==> src/rtl/cobra_io_pkg.sv <==
// Shared types and constants for the Cobra1 I/O-space responder.
// Latency: n/a (declarations only).
// Backpressure: n/a.
//
// Contents: keyboard matrix geometry, key event payload, apply FSM states,
// the value returned for unmapped ports, and a column range helper.
package cobra_io_pkg;

    localparam int KEY_ROWS = 8;
    localparam int KEY_COLS = 5;

    localparam logic [7:0] IO_UNMAPPED = 8'hFF;

    typedef struct packed {
        logic       press;
        logic [2:0] row;
        logic [2:0] col;
    } key_event_t;

    typedef enum logic {
        IDLE = 1'b0,
        HOLD = 1'b1
    } apply_state_t;

    // Only columns 0..4 exist; events naming columns 5..7 are discarded.
    function automatic logic col_in_range(input logic [2:0] col);
        return col < 3'(KEY_COLS);
    endfunction

endpackage

==> src/rtl/key_event_fifo.sv <==
// Synchronous FIFO holding key_event_t entries between host and apply FSM.
// Latency: entry pushed on edge N is visible at pop_dat (fall-through) after edge N.
// Backpressure: full blocks pushes (ignored when full); pop ignored when empty.
//
// Ports: clk, rst_n (async active-low); push/push_dat write side;
// pop/pop_dat read side; full, empty, count status.
module key_event_fifo
    import cobra_io_pkg::*;
#(
    parameter int DEPTH = 4
) (
    input  logic                     clk,
    input  logic                     rst_n,
    input  logic                     push,
    input  key_event_t               push_dat,
    input  logic                     pop,
    output key_event_t               pop_dat,
    output logic                     full,
    output logic                     empty,
    output logic [$clog2(DEPTH):0]   count
);

    localparam int              PTR_W    = $clog2(DEPTH);
    localparam logic [PTR_W:0]  FULL_CNT = (PTR_W + 1)'(DEPTH);

    key_event_t         r_mem [DEPTH];
    logic [PTR_W-1:0]   r_wr_ptr;
    logic [PTR_W-1:0]   r_rd_ptr;
    logic [PTR_W:0]     r_count;
    logic               w_do_push;
    logic               w_do_pop;

    assign full      = (r_count == FULL_CNT);
    assign empty     = (r_count == '0);
    assign count     = r_count;
    assign pop_dat   = r_mem[r_rd_ptr];
    assign w_do_push = push & ~full;
    assign w_do_pop  = pop & ~empty;

    // Storage needs no reset: contents are only observed when count says valid.
    always_ff @(posedge clk) begin
        if (w_do_push) begin
            r_mem[r_wr_ptr] <= push_dat;
        end
    end

    // DEPTH is a power of two, so pointers wrap naturally.
    always_ff @(posedge clk or negedge rst_n) begin
        if (!rst_n) begin
            r_wr_ptr <= '0;
            r_rd_ptr <= '0;
            r_count  <= '0;
        end else begin
            if (w_do_push) r_wr_ptr <= r_wr_ptr + 1'b1;
            if (w_do_pop)  r_rd_ptr <= r_rd_ptr + 1'b1;
            case ({w_do_push, w_do_pop})
                2'b10:   r_count <= r_count + 1'b1;
                2'b01:   r_count <= r_count - 1'b1;
                default: r_count <= r_count;
            endcase
        end
    end

endmodule

==> src/rtl/cobra_io_responder.sv <==
// Z80 I/O responder: keyboard matrix reads, reloc-clear OUT pulse, paced key injection.
// Latency: reads combinational; reloc_clear 1 clk after write strobe; key push->matrix 2 clks min.
// Backpressure: key_ready = FIFO not full; pops stall during HOLD and while an IN cycle is active.
//
// Ports: clk, reset_n (async active-low); CPU bus addr/iorq_n/rd_n/wr_n/m1_n/data_in;
// data_out/data_oe read return; reloc_clear pulse; key_valid/key_ready/key_code/key_press host events.
// Optional macro COBRA_KBD_STATUS_EN maps a status register at KBD_PORT+1.
module cobra_io_responder
    import cobra_io_pkg::*;
#(
    parameter logic [7:0]  KBD_PORT    = 8'h1F,
    parameter int          FIFO_DEPTH  = 4,
    parameter logic [15:0] HOLD_CYCLES = 16'd2000
) (
    input  logic        clk,
    input  logic        reset_n,
    input  logic [15:0] addr,
    input  logic        iorq_n,
    input  logic        rd_n,
    input  logic        wr_n,
    input  logic        m1_n,
    input  logic [7:0]  data_in,
    output logic [7:0]  data_out,
    output logic        data_oe,
    output logic        reloc_clear,
    input  logic        key_valid,
    output logic        key_ready,
    input  logic [5:0]  key_code,
    input  logic        key_press
);

    localparam int CNT_W = $clog2(FIFO_DEPTH) + 1;

    logic                                 w_io_rd;
    logic                                 w_io_wr;
    logic                                 w_wr_hit;
    logic                                 w_push;
    logic                                 w_pop;
    logic                                 w_full;
    logic                                 w_empty;
    logic [CNT_W-1:0]                     w_count;
    key_event_t                           w_push_dat;
    key_event_t                           w_pop_dat;
    logic [KEY_COLS-1:0]                  w_kbd_cols;
    logic                                 w_unused;

    apply_state_t                         r_state;
    logic [15:0]                          r_hold_cnt;
    logic [KEY_ROWS-1:0][KEY_COLS-1:0]    r_matrix;
    logic                                 r_wr_hit_d;
    logic                                 r_reloc_clear;

    // Bus decode is gated by reset so nothing is driven onto cpu_din in reset.
    assign w_io_rd  = reset_n & ~iorq_n & ~rd_n & m1_n;
    assign w_io_wr  = reset_n & ~iorq_n & ~wr_n & m1_n;
    assign w_wr_hit = w_io_wr & (addr[7:0] == KBD_PORT);

    assign data_oe     = w_io_rd;
    assign reloc_clear = r_reloc_clear;
    assign key_ready   = reset_n & ~w_full;
    assign w_push      = key_valid & key_ready;
    assign w_push_dat  = {key_press, key_code};
    // Popping during an IN cycle would change data_out mid-read.
    assign w_pop       = (r_state == IDLE) & ~w_empty & ~w_io_rd;

    key_event_fifo #(
        .DEPTH    (FIFO_DEPTH)
    ) u_fifo (
        .clk      (clk),
        .rst_n    (reset_n),
        .push     (w_push),
        .push_dat (w_push_dat),
        .pop      (w_pop),
        .pop_dat  (w_pop_dat),
        .full     (w_full),
        .empty    (w_empty),
        .count    (w_count)
    );

    // Row selects are active-low on the high address byte; columns read active-low.
    always_comb begin
        w_kbd_cols = '1;
        for (int r = 0; r < KEY_ROWS; r++) begin
            if (!addr[8 + r]) begin
                w_kbd_cols = w_kbd_cols & ~r_matrix[r];
            end
        end
    end

`ifdef COBRA_KBD_STATUS_EN
    localparam logic [7:0] STATUS_PORT = KBD_PORT + 8'd1;

    logic [3:0] w_status_cnt;
    assign w_status_cnt = 4'(w_count);

    always_comb begin
        data_out = IO_UNMAPPED;
        if (w_io_rd && (addr[7:0] == KBD_PORT)) begin
            data_out = {3'b111, w_kbd_cols};
        end else if (w_io_rd && (addr[7:0] == STATUS_PORT)) begin
            data_out = {1'b0, w_status_cnt, (r_state == HOLD), (|r_matrix), w_full};
        end
    end

    assign w_unused = ^data_in;
`else
    always_comb begin
        data_out = IO_UNMAPPED;
        if (w_io_rd && (addr[7:0] == KBD_PORT)) begin
            data_out = {3'b111, w_kbd_cols};
        end
    end

    assign w_unused = ^{data_in, w_count};
`endif

    // Edge detect so a write held across wait states yields a single pulse.
    always_ff @(posedge clk or negedge reset_n) begin
        if (!reset_n) begin
            r_wr_hit_d    <= 1'b0;
            r_reloc_clear <= 1'b0;
        end else begin
            r_wr_hit_d    <= w_wr_hit;
            r_reloc_clear <= w_wr_hit & ~r_wr_hit_d;
        end
    end

    // Apply FSM. Leaving HOLD as the counter reaches zero makes consecutive
    // applies exactly HOLD_CYCLES edges apart.
    always_ff @(posedge clk or negedge reset_n) begin
        if (!reset_n) begin
            r_state    <= IDLE;
            r_hold_cnt <= '0;
            r_matrix   <= '0;
        end else begin
            case (r_state)
                IDLE: begin
                    if (w_pop && col_in_range(w_pop_dat.col)) begin
                        r_matrix[w_pop_dat.row][w_pop_dat.col] <= w_pop_dat.press;
                        if (HOLD_CYCLES > 16'd1) begin
                            r_hold_cnt <= HOLD_CYCLES - 16'd1;
                            r_state    <= HOLD;
                        end
                    end
                end
                HOLD: begin
                    r_hold_cnt <= r_hold_cnt - 16'd1;
                    if (r_hold_cnt <= 16'd1) begin
                        r_state <= IDLE;
                    end
                end
                default: r_state <= IDLE;
            endcase
        end
    end

endmodule

==> config.mk <==
export PLATFORM = sky130hd
export DESIGN_NAME = cobra_io_responder
export DESIGN_NICKNAME = d
export VERILOG_FILES = /design/src/rtl/cobra_io_pkg.sv /design/src/rtl/key_event_fifo.sv /design/src/rtl/cobra_io_responder.sv
export SDC_FILE = /design/constraint.sdc
export NUM_CORES = 1
export LEC_CHECK = 0
export BUFFER_PORTS_ARGS = -buffer_cell sky130_fd_sc_hd__buf_2
export CORE_MARGIN = 1
export CORE_UTILIZATION = 34
export CTS_BUF_LIST = sky130_fd_sc_hd__clkbuf_8
export CTS_CLUSTER_DIAMETER = 60
export DETAILED_ROUTE_END_ITERATION = 16
export REMOVE_ABC_BUFFERS = 1
export SYNTH_ARGS = -nofsm -noshare
export SYNTH_HDL_FRONTEND = slang
export SYNTH_SLANG_ARGS = --single-unit
==> constraint.sdc <==
create_clock -name clk -period 2.35 [get_ports clk]
set_input_delay 0.3525 -clock clk [delete_from_list [all_inputs] [get_ports clk]]
set_output_delay 0.3525 -clock clk [all_outputs]
set_load 0.02 [all_outputs]
### After elaboration in Yosys (flattened, before gate mapping)

Memory sizes are Yosys's and may differ from the RTL's.
Index checks and enable logic that the tools add are counted.

| cells by class | value |
|---|---|
| eq/ne operators | 5 |
| bitwise logic cells | 36 |
| order comparisons | 6 |
| muxes and demuxes | 22 |
| reductions and logical operators | 7 |
| add/subtract/negate cells | 5 |

Operators with widths:

| operator | count |
|---|---|
| 5-bit 2-to-1 mux | 10 |
| 40-bit bitwise mux | 1 |
| 5-bit NOT | 8 |
| 5-bit AND | 7 |
| 16-bit one-hot mux with 2 select lines | 1 |
| 16-bit by 1-bit <= comparator with 1-bit output (second input constant) | 1 |
| 16-bit 2-to-1 mux | 1 |
| 16-bit by 1-bit subtractor with 16-bit output (second input constant) | 1 |
| 5-bit demux with 3-bit select | 1 |
| 1-bit AND | 13 |
| 8-bit by 5-bit == test with 1-bit output (second input constant) | 1 |
| 3-bit by 4-bit < comparator with 1-bit output (second input constant) | 2 |
| 1-bit NOT | 8 |
| 3-bit by 1-bit >= comparator with 1-bit output (second input constant) | 2 |
| 3-bit one-hot mux with 2 select lines | 1 |
| 1-bit 2-to-1 mux | 5 |
| 2-bit by 1-bit adder with 2-bit output (second input constant) | 2 |
| 1-bit logical AND | 4 |
| 3-bit by 1-bit adder with 3-bit output (second input constant) | 1 |
| 1-bit demux with 3-bit select | 1 |
| 3-bit == test (second input constant) | 1 |
| 3-bit logical NOT | 1 |
| 3-bit < comparator (second input constant) | 1 |
| 3-bit by 1-bit subtractor with 3-bit output (second input constant) | 1 |
| other kinds (6) | 6 |

| storage, ports and cells | value |
|---|---|
| logic and storage cells | 97 |
| register bits after elaboration | 66 |
| memories | 1 |
| bits in writable memories | 28 |

Memories:

| memory | depth | width | read ports | clocked after memory_dff | wr ports | RTL line | RTL |
|---|---|---|---|---|---|---|---|
| u_fifo.r_mem | 4 | 7 | 1 | 0 | 1 | key_event_fifo.sv:26 | `key_event_t r_mem [DEPTH];` |

### Longest topological paths before layout

| depth | value |
|---|---|
| depth after elaboration | 17 |
| gate-level depth with buffers | 10 |
| mapped depth without buffers | 10 |

### Modules after synthesis

A second synthesis with hierarchy kept.

| second synthesis, totals | value |
|---|---|
| cell total of the unflattened synthesis | 395 |
| area total of the unflattened synthesis | 4630.7 µm² |

Modules (own cells, without submodules):

| module | sequential area each (µm²) | instances | cells each | area an instance (µm²) |
|---|---|---|---|---|
| cobra_io_responder | 1476.4 | 1 | 321 | 3180.6 |
| key_event_fifo | 1016.0 | 1 | 74 | 1450.1 |

### Least setup slack after synthesis

Ideal clock, no wire load.

| timing path | value |
|---|---|
| kind | input port to flip-flop |
| start | input port m1_n |
| end | register u_fifo.r_count[1] (netlist: u_fifo.count[1]) |
| arrival time | 2.519 ns |
| library setup time | 0.083 ns |
| slack | -0.252 ns |
| path buffers | 0 |
| cell stages on the path | 7 |
| cells stage by stage | nor4bb_1 -> or3_1 -> inv_1 -> ha_1 -> inv_1 -> fa_1 -> o21ai_0 |

| on the way | value |
|---|---|
| word-level cells in the longest chain between the ends | 6 |

Ends and longest elaborated chain:

| element | RTL line | RTL |
|---|---|---|
| start, declared | cobra_io_responder.sv:21 | `input logic m1_n,` |
| 1-bit AND (*) | cobra_io_responder.sv:54 | `assign w_io_rd = reset_n & ~iorq_n & ~rd_n & m1_n;` |
| 1-bit NOT (*) | cobra_io_responder.sv:64 | `assign w_pop = (r_state == IDLE) & ~w_empty & ~w_io_rd;` |
| 1-bit AND (*) | cobra_io_responder.sv:64 |  |
| 1-bit AND (*) | key_event_fifo.sv:38 | `assign w_do_pop = pop & ~empty;` |
| via u_fifo.w_do_pop | key_event_fifo.sv:31 | `logic w_do_pop;` |
| 2-bit by 1-bit == test with 1-bit output or 2-bit == test (tied branches) | key_event_fifo.sv:56 | `case ({w_do_push, w_do_pop})` |
| 3-bit one-hot mux with 2 select lines or 2-bit nonzero test (tied branches) | - |  |
| end signal, assigned | key_event_fifo.sv:57 | `2'b10: r_count <= r_count + 1'b1;` |
| end signal, assigned | key_event_fifo.sv:58 | `2'b01: r_count <= r_count - 1'b1;` |
| end signal, assigned | key_event_fifo.sv:59 | `default: r_count <= r_count;` |
| end, declared | key_event_fifo.sv:29 | `logic [PTR_W:0] r_count;` |

The timed path passes the listed nets; every way through them passes the cells marked *.
A chain may end at the register's enable or synchronous reset.

### Worst setup path in the final report

| timing path | value |
|---|---|
| start | register u_fifo.r_rd_ptr[0] |
| end | register r_matrix[3] (netlist bit) |

| on the way | value |
|---|---|
| word-level cells in the longest chain between the ends | 8 |

Ends and longest elaborated chain:

| element | RTL line | RTL |
|---|---|---|
| start, declared | key_event_fifo.sv:28 | `logic [PTR_W-1:0] r_rd_ptr;` |
| start signal, assigned | key_event_fifo.sv:55 | `if (w_do_pop) r_rd_ptr <= r_rd_ptr + 1'b1;` |
| memory read 4 x 7 bit (*) | - |  |
| 3-bit by 4-bit < comparator with 1-bit output (not written as such) or 3-bit by 1-bit >= comparator with 1-bit output (tied branches) | cobra_io_responder.sv:139 | `r_matrix[w_pop_dat.row][w_pop_dat.col] <= w_pop_dat.press;` |
| 1-bit logical AND (not written as such) | cobra_io_responder.sv:139 |  |
| 1-bit 2-to-1 mux (not written as such) | cobra_io_responder.sv:139 |  |
| 1-bit demux with 3-bit select | cobra_io_responder.sv:139 |  |
| 5-bit 2-to-1 mux (not written as such) | cobra_io_responder.sv:139 |  |
| 5-bit demux with 3-bit select | cobra_io_responder.sv:139 |  |
| 40-bit bitwise mux | cobra_io_responder.sv:139 |  |
| end signal, assigned by index | cobra_io_responder.sv:139 |  |
| end, declared | cobra_io_responder.sv:49 | `logic [KEY_ROWS-1:0][KEY_COLS-1:0] r_matrix;` |

Every way passes the cells marked *; elsewhere a longest branch is shown, timed or not.

==> results by group <==
Run status
  – Status: complete, no violations

Synth
  – Synth area leader: dfrtp_1
  – Synth Area in Simple Gates: 0.146
  – Post-synthesis sequential area ratio: 0.542
  – Flops & latches, synth: between 90 and 100
  – Mapped cell area: 4600 um^2
  – Compound-Gate Fraction of Synth Area: 0.0640
  – Synth Area in XOR/XNOR: 0.0248
  – Distinct cell type count after synthesis: 46
  – Top FF cell, synth: dfrtp_1
  – Synthesized instance count: 392
  – EDFF count, synth: 28
  – Synth warn: 0
  – Largest family of logic cells by synthesized area: simple AND/OR/NAND/NOR gates
  – Async SR Flop Fraction: 0.702
  – Synth area leaders: dfrtp_1, edfxtp_1, mux2_2
  – Post-synth top area share: 0.359
  – Mux contribution to synthesized area: 0.137
  – Synthesized area per cell: 11.7 um^2
  – Adder-Cell Fraction of Synth Area: 0.0234

Worst setup path
  – Crit Reg-Reg Endpoint: r_matrix[3]
  – Critical path capture point type: register
  – Worst Reg2Reg Path Length in Cells: 5
  – Crit Path Max Fanout: 23
  – R2r setup slk: ~33 ps
  – Worst EP arrival: 2580 ps
  – Type of origin of the critical path: register
  – RR Startpoint: u_fifo.r_rd_ptr[0]
  – Req. time, crit path: 2610 ps
  – Crit Path Class: register to register

Detailed routing
  – Wire per inst: 15.6 um
  – Highest Signal Layer: met4
  – Avg Vias per Cell: 5.04
  – DR DRC count: 0
  – DR vias: about 3200
  – Metal3 WL: ~370 um
  – Routed WL: 9.95 mm
  – Met2 WL: between 4 and 5 mm
  – Initial drt markers: around 230
  – Initial DRT Pass Iterations: 5
  – Met1 WL: 4.54 mm
  – Detail Route Antenna Nets: 0

Global route
  – Initial antenna violation count: 0
  – Pin count of the biggest net entering global routing: 41
  – Vias in the first global route: 3150
  – GRT Util Overall: 0.150
  – First-pass GRT wire length: around 16 mm
  – Gr ovfl total: 0

Clocking
  – Num CTS Buffers: 9
  – Hold buffers post-CTS: 0
  – Clock H-tree levels: 3
  – Clock latency at the later pin of the worst-skew pair: 370 ps
  – Longest Clk Path Bufs: 2
  – Root Buffer Master: clkbuf_8
  – Total clock sinks: 94
  – CTS tree: done
  – Clk slew on worst S/H paths: 100 ps

Layout
  – Post-route cell area: 5480 um^2
  – Antenna diodes: 0
  – Fraction of layout cells with a size suffix above 1: 0.304
  – Final-stage net count: 502
  – Layout Area Growth over Synthesis: 19.2%
  – Util after Layout: 0.415
  – Final std cells w/o fill: 637

Floorplan
  – Num rows: 42
  – Ports: 49
  – Die width: 118 um
  – Core area: 13200 um^2
  – Initial Utilization: 0.348
  – Chip Height: 118 um
  – Die ar.: roughly 14000 um^2

Place
  – Post-detail-place hpwl: 6.85 mm
  – Port Buffers: 37
  – Placement Setup Slack: -185 ps
  – GP Congestion: 0.778
  – Inst Count DP: roughly 620
  – Placement Cell Area: 5110 um^2

Power and ir drop
  – Worst VDD drop: 0.000265 V
  – PnR Total Power: between 3 and 4 mW
  – P_leak: 2.20 nW
  – Power Density: a little over 600 nW/um^2

STA
  – Clock skew: 13.1 ps
  – Endpoints failing hold: 0
  – Min Tclk post-route: 2320 ps
  – RSZ-0062 raised after global routing: yes
  – PnR worst setup slack: 32.8 ps
  – Final worst path period share: 0.986
  – F_max: about 430 MHz
  – Final setup viols: 0
  – Worst Max-Slew Pin Slew: 677 ps
  – Max-slew violations: 0
  – Worst rel slew slack: 0.549

Job
  – Max_cap viols: 0

Hold path
  – Worst Hold Class: input pin to async pin
-- placed cells by master, fill, tap and decap left out, drive strengths merged, types with 10 or more instances in the layout --
master	count
nand3	13
o22ai	20
clkbuf	10
mux2	41
inv	51
nor2	10
dfrtp	66
nand2	14
buf	67
edfxtp	28
nor3	30
-- Yosys cell counts (6+ instances only) --
library cell,count
o41ai_1,6
dfrtp_1,66
inv_1,50
clkbuf_1,9
nor3b_1,7
nor2_1,10
mux2_1,19
xnor2_1,7
edfxtp_1,28
nor3_1,30
nand2_1,14
mux2_2,22
nand3_1,13
xor2_1,6
ha_1,7
o22ai_1,20
-- area by class of cell --
type	count	area, um^2
fillers	1262	7710
flip-flops and latches	94	2490
multi-input cells	234	1950
repair buffers	67	423
well taps	176	220
inverters	50	188
clock buffers	10	138
clock inverters	6	68.8
-- repair_timing --
| item | CTS | global route |
|---|---|---|
| setup buffers | 1 | 3 |
| hold endpoints to repair | 0 | 0 |
| pin swaps | 0 | 2 |
| gates resized for setup | 7 | 25 |
| cloned | 0 | 0 |
| setup endpoints to repair | 30 | 27 |
-- per-layer routing --
| layer | global-route usage | up-vias |
|---|---|---|
| met5 | 0 | - |
| li1 | - | 1528 |
| met3 | 0.0246 | 10 |
| met2 | 0.241 | 59 |
| met1 | 0.200 | 1615 |
| met4 | 0.0649 | 0 |
-- report_power, final --
part / total, mW / switching (mW) / internal [mW]
Sequential: 1.84 / 0.0539 / 1.79
Combinational: 0.438 / 0.276 / 0.162
Clock: 1.12 / 0.589 / 0.526
-- per-stage QoR --
stage	hold slack [ps]	setup TNS [ps]
2_1_floorplan	56.9	-5970
3_3_place_gp	399	-2090
3_5_place_dp	408	-2750
4_1_cts	130	0
5_1_grt	152	-483
6_report	133	0
-- logic make-up after synthesis --
logic type / count (synthesis)
AOI/OAI and AO/OA: 45
xor gates and xnor gates: 13
adders and majority gates: 8
buffers and inverters: 66
DFF: 94
muxes: 48
other: 1
and+or+nand+nor: 117
-- worst max-delay path: stages (launching register included) --
cell and delay (ps):
dfrtp_2 440, mux4_2 560, or4_4 450, buf_12 190
nor3_2 220, mux2_1 340
-- how the worst max path moves through the flow --
stage / from / to / depth (start not counted)
6_report: u_fifo.r_rd_ptr[0] / r_matrix[3] / 5
5_1_grt: u_fifo.r_rd_ptr[0] / r_matrix[32] / 5
3_5_place_dp: u_fifo.r_rd_ptr[0] / r_matrix[1] / 4
4_1_cts: u_fifo.r_rd_ptr[0] / r_matrix[8] / 5
2_1_floorplan: u_fifo.r_rd_ptr[0] / r_matrix[13] / 4
3_3_place_gp: u_fifo.r_rd_ptr[0] / r_matrix[0] / 4
-- flip-flops by register name, summed over array words and instances (netlist names) --
| register | count |
|---|---|
| u_fifo.r_wr_ptr | 2 |
| reloc_clear | 1 |
| r_hold_cnt | 16 |
| u_fifo.count | 3 |
| u_fifo.r_rd_ptr | 2 |
| r_matrix | 40 |
| r_state | 1 |
| r_wr_hit_d | 1 |
| u_fifo.r_mem | 28 |
(Power assumes the default switching activity.)
